## config.mk

```make
export PLATFORM = sky130hd
export DESIGN_NAME = medidor_pwm
export DESIGN_NICKNAME = d
export VERILOG_FILES = /design/src/rtl/medidor_pwm.sv
export SDC_FILE = /design/constraint.sdc
export NUM_CORES = 1
export LEC_CHECK = 0
export ABC_AREA = 1
export CAP_MARGIN = 15
export CORE_MARGIN = 4
export CORE_UTILIZATION = 40
export CTS_BUF_LIST = sky130_fd_sc_hd__clkbuf_4
export CTS_CLUSTER_DIAMETER = 30
export DETAILED_ROUTE_END_ITERATION = 8
export GPL_TIMING_DRIVEN = 0
export PLACE_DENSITY_LB_ADDON = 0.08
export SETUP_SLACK_MARGIN = 0.2
export SYNTH_ARGS = -nofsm -noshare
export SYNTH_HDL_FRONTEND = slang
export SYNTH_SLANG_ARGS = --single-unit
```

## constraint.sdc

```tcl
create_clock -name clock -period 1.55 [get_ports clock]
set_input_delay 0.31 -clock clock [delete_from_list [all_inputs] [get_ports clock]]
set_output_delay 0.31 -clock clock [all_outputs]
set_load 0.05 [all_outputs]
```

## src/rtl/medidor_pwm.sv

```systemverilog
// medidor_pwm: measures high time and period of an incoming PWM waveform.
// The input is synchronized (2 flops) and edge-detected (3rd flop); a small
// FSM counts cycles between edges and publishes one width/period pair per
// complete period. A period longer than TIMEOUT declares the signal absent.
module medidor_pwm #(
  parameter int CONT_WIDTH = 16,
  parameter int TIMEOUT    = 2500
) (
  input  logic                  clock,
  input  logic                  reset,
  input  logic                  enable,
  input  logic                  pwm,
  output logic [CONT_WIDTH-1:0] largura_medida,
  output logic [CONT_WIDTH-1:0] periodo_medido,
  output logic                  medida_pronta,
  output logic                  sem_sinal,
  output logic [1:0]            db_estado
);

  typedef enum logic [1:0] {
    ESPERA = 2'b00,
    ALTO   = 2'b01,
    BAIXO  = 2'b10
  } estado_t;

  localparam logic [CONT_WIDTH-1:0] CONT_MAX  = '1;
  localparam logic [CONT_WIDTH-1:0] CONT_ONE  = CONT_WIDTH'(1);
  localparam logic [CONT_WIDTH-1:0] TIMEOUT_C = CONT_WIDTH'(TIMEOUT);

  estado_t                 estado_reg;
  logic [2:0]              sync_reg;
  logic [CONT_WIDTH-1:0]   cnt_alto_reg;
  logic [CONT_WIDTH-1:0]   cnt_periodo_reg;
  logic [CONT_WIDTH-1:0]   larg_cap_reg;

  logic                    s_cur;
  logic                    s_prev;
  logic                    subida;
  logic                    descida;
  logic                    timeout_hit;
  logic [CONT_WIDTH-1:0]   cnt_alto_inc;
  logic [CONT_WIDTH-1:0]   cnt_periodo_inc;

  // sync_reg[1] is the synchronized level, sync_reg[2] its previous value
  assign s_cur   = sync_reg[1];
  assign s_prev  = sync_reg[2];
  assign subida  = s_cur & ~s_prev;
  assign descida = ~s_cur & s_prev;

  // Counters saturate instead of wrapping
  assign cnt_alto_inc    = (cnt_alto_reg == CONT_MAX) ? cnt_alto_reg : cnt_alto_reg + CONT_ONE;
  assign cnt_periodo_inc = (cnt_periodo_reg == CONT_MAX) ? cnt_periodo_reg : cnt_periodo_reg + CONT_ONE;

  // A rising edge in the same cycle takes priority over this (handled in the FSM)
  assign timeout_hit = (cnt_periodo_reg >= TIMEOUT_C);

  assign db_estado = estado_reg;

  // Two-flop synchronizer plus one history flop for edge detection
  always_ff @(posedge clock or negedge reset) begin
    if (!reset) begin
      sync_reg <= 3'b000;
    end else begin
      sync_reg <= {sync_reg[1:0], pwm};
    end
  end

  // Measurement FSM: counts, captures the width, publishes on each rising edge after a full period
  always_ff @(posedge clock or negedge reset) begin
    if (!reset) begin
      estado_reg      <= ESPERA;
      cnt_alto_reg    <= '0;
      cnt_periodo_reg <= '0;
      larg_cap_reg    <= '0;
      largura_medida  <= '0;
      periodo_medido  <= '0;
      medida_pronta   <= 1'b0;
      sem_sinal       <= 1'b1;
    end else begin
      medida_pronta <= 1'b0;
      if (!enable) begin
        // Idle: restart from scratch, published results are kept
        estado_reg      <= ESPERA;
        cnt_alto_reg    <= '0;
        cnt_periodo_reg <= '0;
      end else begin
        case (estado_reg)
          ESPERA: begin
            // First rising edge only starts a period; nothing is published yet
            if (subida) begin
              cnt_alto_reg    <= CONT_ONE;
              cnt_periodo_reg <= CONT_ONE;
              estado_reg      <= ALTO;
            end else if (timeout_hit) begin
              estado_reg      <= ESPERA;
              sem_sinal       <= 1'b1;
              largura_medida  <= '0;
              periodo_medido  <= '0;
              cnt_alto_reg    <= '0;
              cnt_periodo_reg <= '0;
            end else begin
              cnt_periodo_reg <= cnt_periodo_inc;
            end
          end

          ALTO: begin
            // Covers pwm stuck high as well as a normal long period
            if (timeout_hit) begin
              estado_reg      <= ESPERA;
              sem_sinal       <= 1'b1;
              largura_medida  <= '0;
              periodo_medido  <= '0;
              cnt_alto_reg    <= '0;
              cnt_periodo_reg <= '0;
            end else if (descida) begin
              larg_cap_reg    <= cnt_alto_reg;
              cnt_periodo_reg <= cnt_periodo_inc;
              estado_reg      <= BAIXO;
            end else begin
              cnt_alto_reg    <= cnt_alto_inc;
              cnt_periodo_reg <= cnt_periodo_inc;
            end
          end

          BAIXO: begin
            // Rising edge closes the period: publish and immediately start the next one
            if (subida) begin
              largura_medida  <= larg_cap_reg;
              periodo_medido  <= cnt_periodo_reg;
              medida_pronta   <= 1'b1;
              sem_sinal       <= 1'b0;
              cnt_alto_reg    <= CONT_ONE;
              cnt_periodo_reg <= CONT_ONE;
              estado_reg      <= ALTO;
            end else if (timeout_hit) begin
              estado_reg      <= ESPERA;
              sem_sinal       <= 1'b1;
              largura_medida  <= '0;
              periodo_medido  <= '0;
              cnt_alto_reg    <= '0;
              cnt_periodo_reg <= '0;
            end else begin
              cnt_periodo_reg <= cnt_periodo_inc;
            end
          end

          default: begin
            // Encoding 11 is unused; fall back to a clean wait state
            estado_reg      <= ESPERA;
            cnt_alto_reg    <= '0;
            cnt_periodo_reg <= '0;
          end
        endcase
      end
    end
  end

endmodule

```

==> results.md <==
- In the final layout, the share of cells above drive strength 1 is 47.6%.
- The number of core rows is 37.
- The worst-case IR drop observed on VDD is 0.000340 V.
- The mean number of vias per cell is 5.10.
- The depth of the CTS H-tree is 3.
- The run finished, with violations left.
- The total length of routed wires is 12800 µm.
- The mean cell area of the mapped netlist is 8.58 µm².
- The cell depth of the worst flop-to-flop path is 11.
- The wire length of the first global-routing pass is 20600 µm.
- In the post-route analysis, the smallest setup slack over all paths is -102 ps.
- The number of inserted filler cells in the final layout is 879.
- The tree is rooted in a clkbuf_4.
- After clock tree synthesis, the clock-pin slew on the worst setup and hold paths is 140 ps.
- After synthesis, the share of flip-flops with an asynchronous set or reset is 100%.
- The number of distinct library cells after synthesis is 31.
- The type of destination of the critical path is a register.
- The synthesized netlist devotes 13.7% of its cell area to compound gates.
- The floorplan step defined a die boundary enclosing 12300 µm².
- The final-report hold violation count is 0.
- The final instance area is 6460 µm².
- Entering global routing, the biggest net connects 49 pins.
- The largest individual stage delay along the critical path comes from the cell dfrtp_1.
- The headroom to the max-slew limit is 63.6%.
- For this run, the top clock speed supported by timing is 605 MHz.
- The via count of the first global-routing pass is 4034.
- For this run, the detailed router's first-pass iteration total came to 5.
- In the final timing run, aggregate negative setup slack is -1780 ps.
- The critical path's largest stage delay is 350 ps.
- After synthesis, the largest family of logic cells by area is simple AND/OR/NAND/NOR gates.
- In this design, the critical path's most frequently occurring cell is nor2_4.
- The cell taking the most area after synthesis is dfrtp_1.
- Walking the worst path, the cells encountered are buf_2 > nand3_4 > nor2_4 > nand3_2 > nor2_4 > nor2_2 > nor2_2 > nor2_4 > buf_6 > nand2_2 > nand2_2.
- The worst min-delay path category is primary input to register.
- The number of design-rule violations left by the first detailed-router iteration is 365.
- The critical path class is register to register.
- The worst hold path begins at pwm.
- The net count of the finished layout is 658.
- The gate family responsible for the most delay along the worst path is simple AND/OR/NAND/NOR gates.
- Compared with the post-synthesis result, the final layout area differs by 52.8%.
- The synthesized design contains 0 enable-type register cells.
- The setup skew after layout is 25.1 ps.
- Clock tree synthesis inserted a total of 9 buffers.
- The worst register-to-register path begins at cnt_alto_reg[2]$_DFFE_PN0P_.
- The die is 111 µm wide.
- The final reports fail on negative setup slack.
- The clock tree from TritonCTS is built.
- The final-report setup violation count is 36.
- The most used flip-flop cell after synthesis is dfrtp_1.
- Of the synthesized area, sequential elements account for 51.5%.
- Multiplexer cells account for 0% of the synthesized area.
- The Yosys step of the flow raised 0 warnings.
- The HPWL after detailed placement is 7540 µm.
- The remaining antenna violation count is 0.
- Among all cell types in the netlist, the one instantiated most often is nand2_1.
- The clock period minus final worst setup slack is 1650 ps.
- The count of buffers inserted at the top-level ports is 39.
- For this design the static power due to leakage is 2.97 nW.
- The number of cells produced by synthesis is 493.
- The number of vias after detailed routing is 4040.
- After Yosys synthesis, and, or, nand and nor cells account for 26.4% of the synthesized area.
- In the routed design, unresolved DRC markers number 0.
- The count of pins over their slew limit was 0.
- The number of ports placed on the die boundary is 40.
- Setup repair after global routing could not meet its margin everywhere.
- In this run the cell area measured after placement is 4990 µm².
- The number of buffers on the longest clock path is 2.
- The final critical-path share of the clock period is 107%.
- The capture point of the worst reg-to-reg path is cnt_alto_reg[10]$_DFFE_PN0P_.
- In the final routed layout, each cell accounts on average for 16.1 µm.
- The flop-to-flop setup slack is -100 ps.
- The core region is 10300 µm².
- For this configuration, the core starts out at a cell density of 41.0%.
- In the global route stage, overall resource usage came out at 20.7%.
- The repair_antennas step left the layout with diodes totalling 0.
- The remaining global-route overflow is 0.
- The maximum fanout along the worst path is 7.
- By area the synthesized netlist is led by dfrtp_1, nand2_1, a2bb2oi_1, nor2_1, o21ai_0.
- The fraction of synthesized cell area taken by the top area cell type is 50.9%.
- The critical path arrival is 2000 ps.
- The ratio of total power to cell area is 582 nW/µm².
- After synthesis the netlist holds a flip-flop and latch count of 87.
- The synthesized cell area is 4230 µm².
- After synthesis, the most frequently instantiated cells are nand2_1, dfrtp_1, nor2_1.
- The end point of the worst hold path is sync_reg[0]$_DFF_PN0_.
- The number of buffers and inverters on the critical path is 2.
- The pin slew with the least headroom to its limit is 546 ps.
- The number of cells on the worst hold path is 1.
- The parity-gate share of the synthesized area counting xor and xnor cells is 1.66%.
- The worst setup path is launched from a register.
- The critical path data required time is 1900 ps.
- The final weighted congestion in routability-driven placement is 0.918.
- The clock network latency to the later pin of the worst-skew pair is 450 ps.
- Cells fill 62.6% of the core in the end.
- The count of maximum capacitance violations is 0.
- The arithmetic-cell share of the synthesized area counting full adders, half adders and majority gates is 0.887%.
- The count of clock tree sinks is 87.
- The number of antenna violations at the first check in global routing came to 0.
- The vertical extent of the die is 111 µm.
-- timing repair --
| item | 4_1_cts | 5_1_grt |
|---|---|---|
| gates cloned | 11 | 0 |
| pin swaps | 28 | 20 |
| gates resized for setup | 360 | 57 |
| setup endpoints to repair | 115 | 116 |
| hold buffers | 1 | 0 |
| setup buffers | 69 | 23 |
| hold endpoints to repair | 38 | 0 |
-- report_power, final --
part           switching (mW)  internal, mW
Combinational           0.169        0.0901
Sequential             0.0121          2.28
Clock                   0.848         0.356
-- cell type report --
| cell class | instances | area (µm²) | area share (%) |
|---|---|---|---|
| Buffer | 21 | 196 | 3.04 |
| Clock inverter | 6 | 45.0 | 0.697 |
| Clock buffer | 10 | 75.1 | 1.16 |
| Sequential cell | 87 | 2190 | 33.9 |
| Multi-Input combinational cell | 352 | 2310 | 35.7 |
| Tap cell | 136 | 170 | 2.63 |
| Timing Repair Buffer | 144 | 1340 | 20.7 |
| Inverter | 36 | 140 | 2.17 |
-- metal layers --
| metal | vias to the layer above | part of all wire (%) | GRT usage [%] |
|---|---|---|---|
| li1 | 1958 | - | - |
| met5 | - | 0 | 0 |
| met2 | 120 | 47 | 33.5 |
| met4 | 0 | 1.6 | 5.99 |
| met3 | 21 | 4.2 | 3.33 |
| met1 | 1941 | 48 | 28.8 |
-- metrics by stage --
stage	power, mW	hold WS [ps]	worst slack [ps]	instances
finish	3.76	302	-102	792
global route	3.93	273	-188	792
CTS	3.79	275	-66.4	769
detailed placement	2.53	322	-403	672
global placement	2.52	338	-3710	671
floorplan	2.43	14.4	-2.68	496
-- cells in the final DEF, fill, tap and decap left out, drive strengths merged, types with 3 or more instances in the layout --
cell,count
xor2,6
a2bb2oi,32
clkinvlp,3
dfrtp,86
o21ai,51
conb,4
clkbuf,17
nand3,25
inv,38
buf,155
nor3,3
nor2,70
a21oi,8
nand2,128
nand4,19
ha,3
-- worst max-delay path by stage --
stage                                startpoint                             end  slack [ps]  depth (start not counted)
finish              cnt_alto_reg[2]$_DFFE_PN0P_    cnt_alto_reg[10]$_DFFE_PN0P_        -100                         11
global route        cnt_alto_reg[2]$_DFFE_PN0P_    cnt_alto_reg[10]$_DFFE_PN0P_        -190                         11
CTS                 cnt_alto_reg[0]$_DFFE_PN0P_    cnt_alto_reg[10]$_DFFE_PN0P_         -70                         11
detailed placement                       enable  largura_medida[10]$_DFFE_PN0P_        -400                          5
global placement                          reset        db_estado[1]$_DFFE_PN0P_       -3710                          1
floorplan              db_estado[0]$_DFFE_PN0P_    cnt_alto_reg[10]$_DFFE_PN0P_          -3                         10
-- cells by family (layout without fill, tap and decap cells) --
group,after synthesis,after routing
AOI/OAI and AO/OA,91,91
xor gates and xnor gates,8,8
adders and majority gates,3,3
buffers and inverters,57,217
DFF,87,87
other,1,4
and+or+nand+nor,246,246
Note: power is estimated with default switching activity, not from simulation.
